**config.mk**
```make
export PLATFORM = sky130hd
export DESIGN_NAME = counter_seq_ctrl_flat
export DESIGN_NICKNAME = d
export VERILOG_FILES = /design/src/rtl/counter_seq_ctrl_if.sv /design/src/rtl/counter_seq_ctrl.sv /design/src/flat_wrapper.sv
export SDC_FILE = /design/constraint.sdc
export NUM_CORES = 1
export LEC_CHECK = 0
export CORE_MARGIN = 3
export CORE_UTILIZATION = 39
export CTS_CLUSTER_DIAMETER = 150
export DETAILED_ROUTE_END_ITERATION = 8
export PLACE_DENSITY = 0.67
export SETUP_SLACK_MARGIN = 0.02
export SLEW_MARGIN = 30
export SYNTH_ARGS = -nofsm -noshare
export SYNTH_HDL_FRONTEND = slang
export SYNTH_SLANG_ARGS = --single-unit
export TNS_END_PERCENT = 50
```
**constraint.sdc**
```tcl
create_clock -name CLK -period 2.46 [get_ports CLK]
set_input_delay 0.369 -clock CLK [delete_from_list [all_inputs] [get_ports CLK]]
set_output_delay 0.369 -clock CLK [all_outputs]
set_load 0.03 [all_outputs]
```
**src/rtl/counter_seq_ctrl_if.sv**
```systemverilog
// counter_seq_ctrl_if: request, counter feedback and status bundle for the counter sequencer
interface counter_seq_ctrl_if;
  logic       start;
  logic       dir;
  logic [3:0] start_val;
  logic [4:0] steps;
  logic       abort;
  logic [3:0] qn;
  logic       co;
  logic       load;
  logic       en;
  logic       updn;
  logic [3:0] d;
  logic       busy;
  logic       done;
  logic       err;
  logic [1:0] wraps;
  modport master(output start, dir, start_val, steps, abort, qn, co,
                 input load, en, updn, d, busy, done, err, wraps);
  modport slave(input start, dir, start_val, steps, abort, qn, co,
                output load, en, updn, d, busy, done, err, wraps);
endinterface

```
**src/rtl/counter_seq_ctrl.sv**
```systemverilog
// counter_seq_ctrl: drives an external up/down counter through load, count and end-value check
module counter_seq_ctrl (
  input logic CLK,
  input logic MR,
  counter_seq_ctrl_if.slave bus
);
  typedef enum logic [2:0] {IDLE, LOADST, RUN, CHECK, DONE} state_t;
  state_t     state, nxt;
  logic       dir_q, en_q, err_q;
  logic [3:0] sv_q, exp_v;
  logic [4:0] steps_q, rem;
  logic [1:0] wraps_q;
  assign exp_v = dir_q ? sv_q - steps_q[3:0] : sv_q + steps_q[3:0];
  assign bus.load  = state != LOADST;
  assign bus.en    = state == RUN;
  assign bus.busy  = state != IDLE;
  assign bus.done  = state == DONE;
  assign bus.updn  = dir_q;
  assign bus.d     = sv_q;
  assign bus.err   = err_q;
  assign bus.wraps = wraps_q;
  // state register, latched parameters, step countdown, wrap count and end-value check
  always_ff @(posedge CLK) begin
    if (MR) begin
      state   <= IDLE;
      dir_q   <= 1'b0;
      sv_q    <= 4'd0;
      steps_q <= 5'd0;
      rem     <= 5'd0;
      en_q    <= 1'b0;
      err_q   <= 1'b0;
      wraps_q <= 2'd0;
    end else begin
      state <= nxt;
      en_q  <= bus.en;
      if (state == IDLE && bus.start) begin
        dir_q   <= bus.dir;
        sv_q    <= bus.start_val;
        steps_q <= bus.steps;
        rem     <= bus.steps;
        err_q   <= 1'b0;
        wraps_q <= 2'd0;
      end
      if (state == RUN) rem <= rem - 5'd1;
      if ((state == RUN || state == CHECK) && en_q && bus.co && wraps_q != 2'd3)
        wraps_q <= wraps_q + 2'd1;
      if (state == CHECK && !bus.abort) err_q <= bus.qn != exp_v;
    end
  end
  // next-state decode; abort leaves any active state straight to IDLE
  always_comb begin
    nxt = state;
    case (state)
      IDLE:    nxt = bus.start ? LOADST : IDLE;
      LOADST:  nxt = bus.abort ? IDLE : (steps_q != 5'd0 ? RUN : CHECK);
      RUN:     nxt = bus.abort ? IDLE : (rem == 5'd1 ? CHECK : RUN);
      CHECK:   nxt = bus.abort ? IDLE : DONE;
      default: nxt = IDLE;
    endcase
  end
endmodule

```
**src/flat_wrapper.sv**
```systemverilog
// flat-port wrapper written by rule: the top's interface ports become plain ports
module counter_seq_ctrl_flat 
  (CLK, MR, bus_start, bus_dir, bus_start_val, bus_steps, bus_abort, bus_qn, bus_co, bus_load, bus_en, bus_updn, bus_d, bus_busy, bus_done, bus_err, bus_wraps);
  counter_seq_ctrl_if bus_i ();
  input logic CLK;
  input logic MR;
  input wire logic [$bits(bus_i.start)-1:0] bus_start;
  input wire logic [$bits(bus_i.dir)-1:0] bus_dir;
  input wire logic [$bits(bus_i.start_val)-1:0] bus_start_val;
  input wire logic [$bits(bus_i.steps)-1:0] bus_steps;
  input wire logic [$bits(bus_i.abort)-1:0] bus_abort;
  input wire logic [$bits(bus_i.qn)-1:0] bus_qn;
  input wire logic [$bits(bus_i.co)-1:0] bus_co;
  output wire logic [$bits(bus_i.load)-1:0] bus_load;
  output wire logic [$bits(bus_i.en)-1:0] bus_en;
  output wire logic [$bits(bus_i.updn)-1:0] bus_updn;
  output wire logic [$bits(bus_i.d)-1:0] bus_d;
  output wire logic [$bits(bus_i.busy)-1:0] bus_busy;
  output wire logic [$bits(bus_i.done)-1:0] bus_done;
  output wire logic [$bits(bus_i.err)-1:0] bus_err;
  output wire logic [$bits(bus_i.wraps)-1:0] bus_wraps;
  assign bus_i.start = bus_start;
  assign bus_i.dir = bus_dir;
  assign bus_i.start_val = bus_start_val;
  assign bus_i.steps = bus_steps;
  assign bus_i.abort = bus_abort;
  assign bus_i.qn = bus_qn;
  assign bus_i.co = bus_co;
  assign bus_load = bus_i.load;
  assign bus_en = bus_i.en;
  assign bus_updn = bus_i.updn;
  assign bus_d = bus_i.d;
  assign bus_busy = bus_i.busy;
  assign bus_done = bus_i.done;
  assign bus_err = bus_i.err;
  assign bus_wraps = bus_i.wraps;
  counter_seq_ctrl u_core (.CLK(CLK), .MR(MR), .bus(bus_i));
endmodule
```
=== Yosys cells after proc, flatten, opt, wreduce, memory -nomap -nowiden ===
Cells that the tools add are included.

* Flip-flop bits (word level): 22
* Latch bits: 0
* RAM bits: 0
* ROM bits: 0
* Input bits: 19
* Output and inout bits: 12
* Word-level logic and storage cells: 47
* Memories kept: 0

* Add/subtract/negate cells: 4
* Multiply operators: 0
* Div/mod/pow operators: 0
* $lt $le $gt $ge: 0
* Equal/unequal tests: 8
* Shift operators: 0
* Muxes and demuxes: 14
* Bitwise logic cells: 0
* Reduce and logical (&&, ||, !) cells: 13

{| class="wikitable"
|+ Operator list
! cell !! number
|-
| $pmux W3 S4 || 1
|-
| $mux W5 || 2
|-
| $mux W3 || 3
|-
| $eq A3 B2 Y1 const B || 2
|-
| $reduce_bool A2 Y1 || 3
|-
| $eq A5 B1 Y1 const B || 1
|-
| $logic_and A1 B1 Y1 || 5
|-
| $mux W1 || 5
|-
| $reduce_bool A5 Y1 || 1
|-
| $sub A5 B1 Y5 const B || 1
|-
| $add A4 B4 Y4 || 1
|-
| $mux W2 || 2
|-
| $mux W4 || 1
|-
| $ne A4 B4 Y1 || 1
|-
| $sub A4 B4 Y4 || 1
|-
| $eq A3 B1 Y1 const B || 1
|-
| $eq A3 B3 Y1 const B || 1
|-
| $logic_not A3 Y1 || 1
|-
| $ne A3 B1 Y1 const B || 1
|-
| $reduce_bool A3 Y1 || 1
|-
| $add A2 B1 Y2 const B || 1
|-
| $ne A2 B2 Y1 const B || 1
|-
| $logic_not A1 Y1 || 1
|-
| $logic_or A1 B1 Y1 || 1
|}

=== Depth between registers and ports, before layout ===
* Word-level depth: 6
* Gate-level depth with buffers: 9
* Mapped depth without buffers: 9

=== Worst setup path after synthesis ===
Ideal clock, no wire load.

* Path kind: register to register
* From: register u_core.dir_q (netlist: u_core.bus.updn)
* To: register u_core.err_q (netlist: u_core.bus.err)
* Arrival time: 2053 ps
* Data required time: 2369 ps
* Path slack: 316 ps
* Cell stages (with the launch flop): 7
* Clock period less this slack: 2144 ps
* Cell sequence: dfxtp_1 mux2i_1 ha_1 nor2b_1 o21a_1 or4_1 a311oi_1

* Word-level cells in the longest chain between the ends: 3

{| class="wikitable"
|+ RTL lines
! element !! line !! source
|-
| start: declaration || counter_seq_ctrl.sv:9 || <nowiki>logic dir_q, en_q, err_q;</nowiki>
|-
| start signal: assignment || counter_seq_ctrl.sv:37 || <nowiki>dir_q <= bus.dir;</nowiki>
|-
| $mux W4 || counter_seq_ctrl.sv:13 || <nowiki>assign exp_v = dir_q ? sv_q - steps_q[3:0] : sv_q + steps_q[3:0];</nowiki>
|-
| $ne A4 B4 Y1 || counter_seq_ctrl.sv:47 || <nowiki>if (state == CHECK && !bus.abort) err_q <= bus.qn != exp_v;</nowiki>
|-
| $mux W1 || counter_seq_ctrl.sv:47 ||
|-
| end signal: assignment || counter_seq_ctrl.sv:47 ||
|-
| end: declaration || counter_seq_ctrl.sv:9 ||
|}

Every way passes these cells.
A chain may end at the register's enable or synchronous reset.

=== Worst setup path in the final report ===
* From: register u_core.steps_q[0]
* To: register u_core.err_q (netlist: u_core.bus.err)

* Word-level cells in the longest chain between the ends: 4
* Elaborated cells on any way between the ends: 5
* Those cells by class: 2 x add/sub; 1 x eq/ne; 2 x mux

{| class="wikitable"
|+ RTL lines
! element !! line !! source
|-
| start: declaration || counter_seq_ctrl.sv:11 || <nowiki>logic [4:0] steps_q, rem;</nowiki>
|-
| start signal: assignment || counter_seq_ctrl.sv:39 || <nowiki>steps_q <= bus.steps;</nowiki>
|-
| $add A4 B4 Y4 / $sub A4 B4 Y4 (equally long branches) || counter_seq_ctrl.sv:13 ||
|-
| $mux W4 * || counter_seq_ctrl.sv:13 ||
|-
| $ne A4 B4 Y1 * || counter_seq_ctrl.sv:47 ||
|-
| $mux W1 * || counter_seq_ctrl.sv:47 ||
|}

Every way passes the cells marked *; elsewhere a longest branch is shown, timed or not.

==> results.tsv <==
stage	metric	value	unit
die	DIE WIDTH	60.45	um
pwr	clock share of power	24.6	%
worst_setup_path	cell mode on critical path	ha_1	
placement	Placed Cells	196	
placement	routability cong.	0.7484	
timing	fin crit period	2.330	ns
synth	synth top area cells	dfxtp_1 38%, ha_1 7.6%, nand2_1 7.5%	
route	drt first pass iters	4	
worst_setup_path	critical-path cell list	inv_1 -> ha_1 -> mux2i_1 -> ha_1 -> nor2b_1 -> o21a_1 -> or4_1 -> a311oi_1	
worst_setup_path	Crit-path slowest cell	or4_1	
timing	Rel. slew slack	55.54	%
route	via count	1093	
layout	layout cells sized above 1	6.509	%
synth	Yosys top cell by area	dfxtp_1	
timing	Slew Viols, Final	0	
synth	Post-Syn Instances	138	
timing	final setup fails	0	
timing	Clock Skew	0.006549	ns
hold_path	HP Class	reg2reg	
route	vias per cell	5.465	
worst_setup_path	Critical Setup Path Class	reg2reg	
global_routing	largest net degree at the start of global routing	18	
layout	diodes inserted	0	
route	ANT nets after route	0	
global_routing	GRT Util Overall	17.03	%
global_routing	final global-route overflow total	0	
synth	post-synth net total	165	
pwr	Psw	255.2	uW
global_routing	vias in the first global route	1017	
die	Core ar.	0.002781	sq mm
pwr	Reg power frac	47.8	%
timing	highest clock rate	429.1	MHz
timing	post-route setup slack	0.1295	ns
worst_setup_path	worst path required time	2.69	ns
pwr	Leakage	0.0005767	uW
timing	Final Hold Fails	0	
layout	most common cell after layout, fill and taps aside	clkdlybuf4s50_1	
timing	setup TNS	0	ns
route	DR iter-0 viols	28	
synth	YS warnings	0	
global_routing	first-pass GRT wire length	4.540	mm
clock_tree	clock slew at reported path FFs	0.13	ns
clock_tree	H-tree depth	1	
pwr	combinational share of power	27.6	%
pwr	power after layout	840.9	uW
route	routed len/inst	14.18	um
synth	top cell type's share of synthesized area	38.10	%
pwr	Power Density	548.6	mW/mm^2
timing	RSZ-0062 raised after global routing	false	
placement	HPWL after DPL	2.115	mm
worst_setup_path	peak fanout along the critical path	4	
layout	commonest non-fill, non-tap cells in the layout	29 x clkdlybuf4s50_1, 23 x nand2_1, 22 x dfxtp_1	
die	Die Span Y	60.45	um
worst_setup_path	CP Buf/Inv Count	1	
worst_setup_path	Startpoint Class	register	
route	drc violations	0	
synth	count of cell types in the netlist	35	
global_routing	met1 Usage GRT	20.60	%
die	I/O pin cnt	31	
timing	Worst-Margin Slew	0.6648	ns
clock_tree	Skew-Pair Late Insertion Delay	0.32	ns
clock_tree	total CTS buffers	3	
timing	Final period util	94.73	%
synth	Seq/Total Area, Yosys	38.10	%
global_routing	initial antenna violation count	0	
layout	Final Non-Filler Cells	200	
global_routing	Most Crowded Layer GR	met2	
status	status	finished, final reports clean	
worst_setup_path	crit-path leading delay family	adder cells	
synth	FF+latch count, synth	22	
clock_tree	Root Driver	clkbuf_4	
layout	Area Growth Syn to Fin	32.58	%
clock_tree	CTS tree	yes	
die	DIE AREA	0.003654	sq mm
synth	Netlist Area Pre-Place	0.001156	sq mm
pwr	sw frac	30.35	%
route	WL final	2.835	mm
die	Starting Density	41.57	%
worst_setup_path	Crit. End Element	register	
clock_tree	Sink Count	22	
clock_tree	Longest Clk Path Bufs	2	
pwr	internal power	585.7	uW
die	Rows	19	
global_routing	met2 usage	28.70	%
worst_setup_path	Max stage delay on crit path	0.41	ns
clock_tree	# Post-CTS Setup Buffers	0	
global_routing	M3 GR Usage	2.979	%
placement	buffers added on ports	30	
layout	fin nets	197	
flow_run	max cap viols	0	
placement	dpl ws	0.1819	ns
worst_setup_path	Critical Path AT	2.56	ns
pwr	Peak supply drop	0.0003370	V
synth	Post-Syn Area per Cell	8.378	sq um
[cell type report]
cell class / instances / area [sq um]
well taps: 31 / 38.79
repair buffers: 33 / 321.6
multi-input cells: 102 / 665.6
inverters: 8 / 30.03
flip-flops and latches: 22 / 440.4
fillers: 271 / 1249
clock buffers: 4 / 36.28
[metal layers]
metal	part of all wire (%)	up-vias	wire length (um)
li1	-	544	-
met1	44	520	1237
met2	49	23	1393
met3	4.2	6	120
met4	2.9	0	83
met5	0	-	0
[kinds of logic (layout without fill, tap and decap cells)]
family,after synthesis,in the layout,share of synthesized area (%)
flip-flops,22,22,38.10
multiplexers,1,1,0.8658
adder cells (fa/ha/maj),8,8,9.307
AO/OA/AOI/OAI,28,28,15.04
buffers and inverters,14,45,4.870
XOR/XNOR,7,7,6.601
AND/OR/NAND/NOR,58,58,25.22
[tightest hold or removal path: stages, from the launching register on]
cell     delay, ns
dfxtp_1       0.34
nand2_1       0.05
a21oi_1       0.05
[final timing paths]
path	startpoint	endpoint	slack, ns	depth (start not counted)
max reg2reg	u_core.steps_q[0]$_SDFFE_PP0P_	u_core.bus.err$_SDFFE_PP0P_	0.13	8
min reg2reg	u_core.steps_q[4]$_SDFFE_PP0P_	u_core.steps_q[4]$_SDFFE_PP0P_	0.47	2
max	u_core.steps_q[0]$_SDFFE_PP0P_	u_core.bus.err$_SDFFE_PP0P_	0.13	8
min	u_core.steps_q[4]$_SDFFE_PP0P_	u_core.steps_q[4]$_SDFFE_PP0P_	0.47	2
[per-stage QoR]
stage,utilization (%),hold slack [ns],instance area [sq um]
finish,55.11,0.4748,1533
global route,55.11,0.5013,1533
CTS,55.11,0.4766,1533
detailed placement,53.85,0.4527,1498
global placement,53.85,0.4413,1498
floorplan,-,0.4363,1156
[registers in the layout, indices dropped and copies added (netlist names)]
signal,count
u_core.bus.d,4
u_core.bus.err,1
u_core.bus.updn,1
u_core.bus.wraps,2
u_core.en_q,1
u_core.rem,5
u_core.state,3
u_core.steps_q,5
[synthesized netlist by cell type]
cell type and count:
a211oi_1 2, xnor2_1 5, or2_2 2, nand3b_1 1
inv_1 8, nand2b_1 2, fa_1 1, clkbuf_2 1
nor4b_1 1, nand3_1 5, o21a_1 2, clkbuf_1 3
dfxtp_1 22, xor3_1 1, nor3_1 5, buf_2 2
xor2_1 1, a311oi_1 2, nor4bb_1 2, or3b_2 1
a31oi_1 2, ha_1 7, o22ai_1 1, a21oi_1 13
nor4_1 3, nor2b_1 2, nor2_1 8, nor3b_1 1
or4_1 1, o21ai_0 2, o21bai_1 2, mux2i_1 1
or3b_1 1, a221oi_1 2, nand2_1 23
[timing repair]
item	in CTS	in global routing
hold buffers	0	0
resized for setup	1	0
endpoints found under the setup margin	1	0
[power by group through the flow]
stage                     Combinational [uW]  Clock (uW)  Sequential (uW)
final                                    232         207              402
after global routing                     252         227              406
after CTS                                232         211              401
after detailed placement                 231           0              409
after global placement                   223           0              408
after floorplan                          141           0              413
(Power assumes the default switching activity.)
==> variant 1: new RTL, same flow settings <==
Encoding of `state_t`: now Gray code (3 bits for 5 states).
--- a/src/rtl/counter_seq_ctrl.sv
+++ b/src/rtl/counter_seq_ctrl.sv
@@ -4,7 +4,7 @@
   input logic MR,
   counter_seq_ctrl_if.slave bus
 );
-  typedef enum logic [2:0] {IDLE, LOADST, RUN, CHECK, DONE} state_t;
+  typedef enum logic [2:0] {IDLE = 3'b000, LOADST = 3'b001, RUN = 3'b011, CHECK = 3'b010, DONE = 3'b110} state_t;
   state_t     state, nxt;
   logic       dir_q, en_q, err_q;
   logic [3:0] sv_q, exp_v;
Formal check against the unedited RTL: same outputs for any inputs over 10 cycles, from zero or initial values; not proved beyond that.
==> variant 1 against the original RTL <==
Register-to-register slack better by 0.30 ns; design area up 0.49%; sequential cell count unchanged; combinational power down 6%; total power down 2.9%; maximum frequency up 4.2%; cell count up 2.5%; first-iteration DRC count up 140%; area after synthesis up 1.8%; setup slack better by 0.094 ns; core utilization down 0.20 points; wire length down 7.8%.
==> variant 1: results (changes against the original RTL) <==
[power]
power.switching_uw = 242  ; -5.1%
p_seq_uw = 400
power_frac_clock = 0.245
power_density_nw_per_um2 = 530  ; -3.3%
total_power_uw = 817  ; -2.9%
power.leakage_uw = 0.000574  ; -0.51%
peakVddDrop_uv = 246  ; -27%

[layout]
buffer_area_frac = 0.200  ; -0.00996
nNetsFinal = 202  ; +2.5%
num-multi-input-gates = 107  ; +4.9%
multi_input_area_share = 0.438  ; +0.00357
inverters = 10  ; +2
nClkBuffers = 4  ; unchanged
final-clk-cell-share = 0.0236  ; -0.000115
n_all_buffers = 31  ; -6.1%
diodes = 0  ; unchanged
area_growth_pct = 30.8
drive_gt1_frac = 0.0747  ; +0.00962
fillers = 272  ; +0.37%

[clock_network]
post_cts_buffers = 0  ; unchanged
clock_latency_ns = 0.31
htree_levels = 1  ; unchanged
clkTransAtPathRegs_ns = 0.12
cts_buffer_depth = 2  ; unchanged
cts_resized = 0  ; -1
root_buffer = clkbuf_4

[worst_hold_path]
hp-class = reg2reg

[sta]
skew_ns = 0.00775  ; +0.00120 ns
tightest_slew_ns = 0.586  ; -0.0790 ns

[routing]
drt-initial-drc-count = 66  ; +140%
dr.pass1.iters = 4  ; unchanged
vias = 1069  ; -2.2%
routed_wl_um = 2610  ; -7.8%

[placement]
port_buffers = 30  ; unchanged
gp_congestion = 0.765  ; +2.2%
postPlaceCellArea_um2 = 1500  ; +0.42%
hpwl_um = 2030  ; -3.8%

[yosys]
synthTopCellsByCount = nand2_1 (24), dfxtp_1 (22), a21oi_1 (15), nor2_1 (13), inv_1 (9)
syn_nets = 170  ; +3.0%
synth_seq_area_share = 0.374  ; -0.00688
synth_area_leaders = dfxtp_1 (37%), nand2_1 (7.7%), ha_1 (7.4%), a21oi_1 (6.4%), xnor2_1 (4.5%)
yosysWarnings = 0  ; unchanged
synth-async-reset-ratio = 0  ; unchanged

[worst_setup_path]
crit_arrival_ns = 1.87  ; -0.69 ns
cpMaxStageDelayCell = clkdlybuf4s50_1
cp_max_fo = 7  ; +3
critPathMaxStageDelay_ns = 0.66  ; +0.25 ns

[outcome]
status = complete, no violations

[grt]
grt_pass1_wl_um = 4280  ; -5.8%
grt-ovfl-total = 0  ; unchanged
grt_pass1_vias = 976  ; -4.0%
grt.total_usage = 0.153  ; -0.0173
antenna_found_initial = 0  ; unchanged
grt_max_degree = 18  ; unchanged

variant 1: kinds of logic after synthesis:
logic type	after synthesis	share of synthesized area
buffers and inverters	14	0.0531
XOR/XNOR	8	0.0595
AO/OA/AOI/OAI	28	0.152
flip-flops	22	0.374
AND/OR/NAND/NOR	62	0.261
adder cells (fa/ha/maj)	8	0.0914
multiplexers	1	0.00850
variant 1: layer usage:
metal / routed length, um / track usage / share of wire
met5: 0 / 0 / 0
met4: 13 / 0.0619 / 0.0050
met3: 120 / 0.0340 / 0.046
met2: 1250 / 0.234 / 0.48
met1: 1230 / 0.208 / 0.47
variant 1: path summary, 6_finish.rpt:
check | from | to | slack [ns] | cells past startpoint
max | u_core.state[1]$_SDFF_PP0_ | bus_en | 0.22 | 4
min | u_core.steps_q[4]$_SDFFE_PP0P_ | u_core.steps_q[4]$_SDFFE_PP0P_ | 0.47 | 2
max reg2reg | u_core.steps_q[0]$_SDFFE_PP0P_ | u_core.bus.err$_SDFFE_PP0P_ | 0.43 | 8
min reg2reg | u_core.steps_q[4]$_SDFFE_PP0P_ | u_core.steps_q[4]$_SDFFE_PP0P_ | 0.47 | 2
variant 1: through the flow:
step | util | hold WS (ns) | worst slack (ns) | cells
floorplan | - | 0.436 | 0.575 | 143
global placement | 0.536 | 0.459 | 0.514 | 201
detailed placement | 0.536 | 0.457 | 0.434 | 201
CTS | 0.549 | 0.475 | 0.203 | 205
global route | 0.549 | 0.511 | 0.100 | 205
finish | 0.549 | 0.471 | 0.223 | 205
variant 1: critical path, delay by kind of cell, from the launching register on:
family / cells / cell delay (ns)
and+or+nand+nor: 2 / 0.33
DFF: 1 / 0.47
buffers and inverters: 2 / 0.75
==> variant 2: new RTL, same settings <==
Made on the original files. Register the input `MR` before use. The logic sees it one clock later. The other inputs are not delayed to match.
--- a/src/rtl/counter_seq_ctrl.sv
+++ b/src/rtl/counter_seq_ctrl.sv
@@ -5,6 +5,13 @@
   counter_seq_ctrl_if.slave bus
 );
   typedef enum logic [2:0] {IDLE, LOADST, RUN, CHECK, DONE} state_t;
+
+  logic MR_q;
+
+  always_ff @(posedge CLK) begin
+    MR_q <= MR;
+  end
+
   state_t     state, nxt;
   logic       dir_q, en_q, err_q;
   logic [3:0] sv_q, exp_v;
@@ -21,7 +28,7 @@
   assign bus.wraps = wraps_q;
   // state register, latched parameters, step countdown, wrap count and end-value check
   always_ff @(posedge CLK) begin
-    if (MR) begin
+    if (MR_q) begin
       state   <= IDLE;
       dir_q   <= 1'b0;
       sv_q    <= 4'd0;
Formal check against the unedited RTL: not equivalent (Yosys sat finds a counterexample within 4 cycles, from zero or initial values).
==> variant 2 against the original RTL <==
Clock skew is 0.0033 ns lower; combinational power is 5% lower; cell count is 9.0% higher; area after synthesis is 7.0% higher; core utilization is 0.83 points higher; sequential cell count is 1 higher; design area is 5.0% higher; die area is 6.3% higher; highest routed layer unchanged; total power is 2.7% lower; wire length is 1.0% higher; critical endpoint is now bus_load; setup slack better by 0.088 ns; first-iteration DRC count is 3.6% lower.
==> variant 2: results (changes against the original RTL) <==
[outcome]
status = complete, no violations

[worst_setup_path]
cp_max_fo = 10  ; +6
cp_top_family = buffers and inverters
critPathMaxStageDelay_ns = 0.60  ; +0.19 ns
reg2regPathDepth = 7  ; -1

[yosys]
synth_xor_area_frac = 0.0546  ; -0.0114
synth_area_leaders = dfxtp_1 (37%), nand2_1 (7.3%), ha_1 (7.1%), a21oi_1 (6.1%), nor2_1 (2.7%)
synthTopCellsByCount = nand2_1 (24), dfxtp_1 (23), a21oi_1 (15), nor2_1 (9), inv_1 (8)
synth_cell_types = 42  ; +20%
syn_nets = 174  ; +5.5%
synth_mux_area_frac = 0.0172  ; +0.00853

[layout]
nNetsFinal = 204  ; +3.6%

[routing]
drt-initial-drc-count = 27  ; -3.6%
wl_met3_um = 148  ; +23%
routed_wl_um = 2860  ; +1.0%

[placement]
hpwl_um = 2140  ; +1.3%
dp.cells = 214  ; +9.2%

[power]
p_sw_frac = 0.300  ; -0.00331
peakVddDrop_uv = 336  ; -0.20%

[worst_hold_path]
hold_start = u_core.bus.d[0]$_SDFFE_PP0P_
holdPathEnd = u_core.bus.d[0]$_SDFFE_PP0P_

[grt]
grt_max_degree = 23  ; +5
grt.total_usage = 0.156  ; -0.0145
grtUsageMet2 = 0.257  ; -0.0303
grt_use_met1 = 0.188  ; -0.0179

[sta]
skew_ns = 0.00322  ; -0.00333 ns
whs_ns = 0.489  ; +0.0146 ns

[clock_network]
cts_resized = 0  ; -1

variant 2: worst max path at each step:
stage / slack (ns) / from / endpoint / cells past startpoint
after detailed placement: 0.19 / bus_start / u_core.bus.err$_SDFFE_PP0P_ / 5
final: 0.22 / u_core.state[0]$_SDFF_PP0_ / bus_load / 2
after CTS: 0.11 / u_core.state[1]$_SDFF_PP0_ / bus_en / 2
after global routing: 0.10 / u_core.steps_q[0]$_SDFFE_PP0P_ / u_core.bus.err$_SDFFE_PP0P_ / 7
after global placement: 0.22 / bus_start / u_core.bus.err$_SDFFE_PP0P_ / 5
after floorplan: 0.46 / u_core.bus.updn$_SDFFE_PP0P_ / u_core.bus.err$_SDFFE_PP0P_ / 5
variant 2: cell type report:
cell class | count | area, um2 | share of cell area
multi-input combinational | 108 | 716 | 0.445
sequential | 23 | 462 | 0.287
timing repair buffer | 33 | 323 | 0.201
tap | 42 | 52.6 | 0.0327
inverter | 8 | 30.0 | 0.0187
clock buffer | 4 | 26.3 | 0.0163
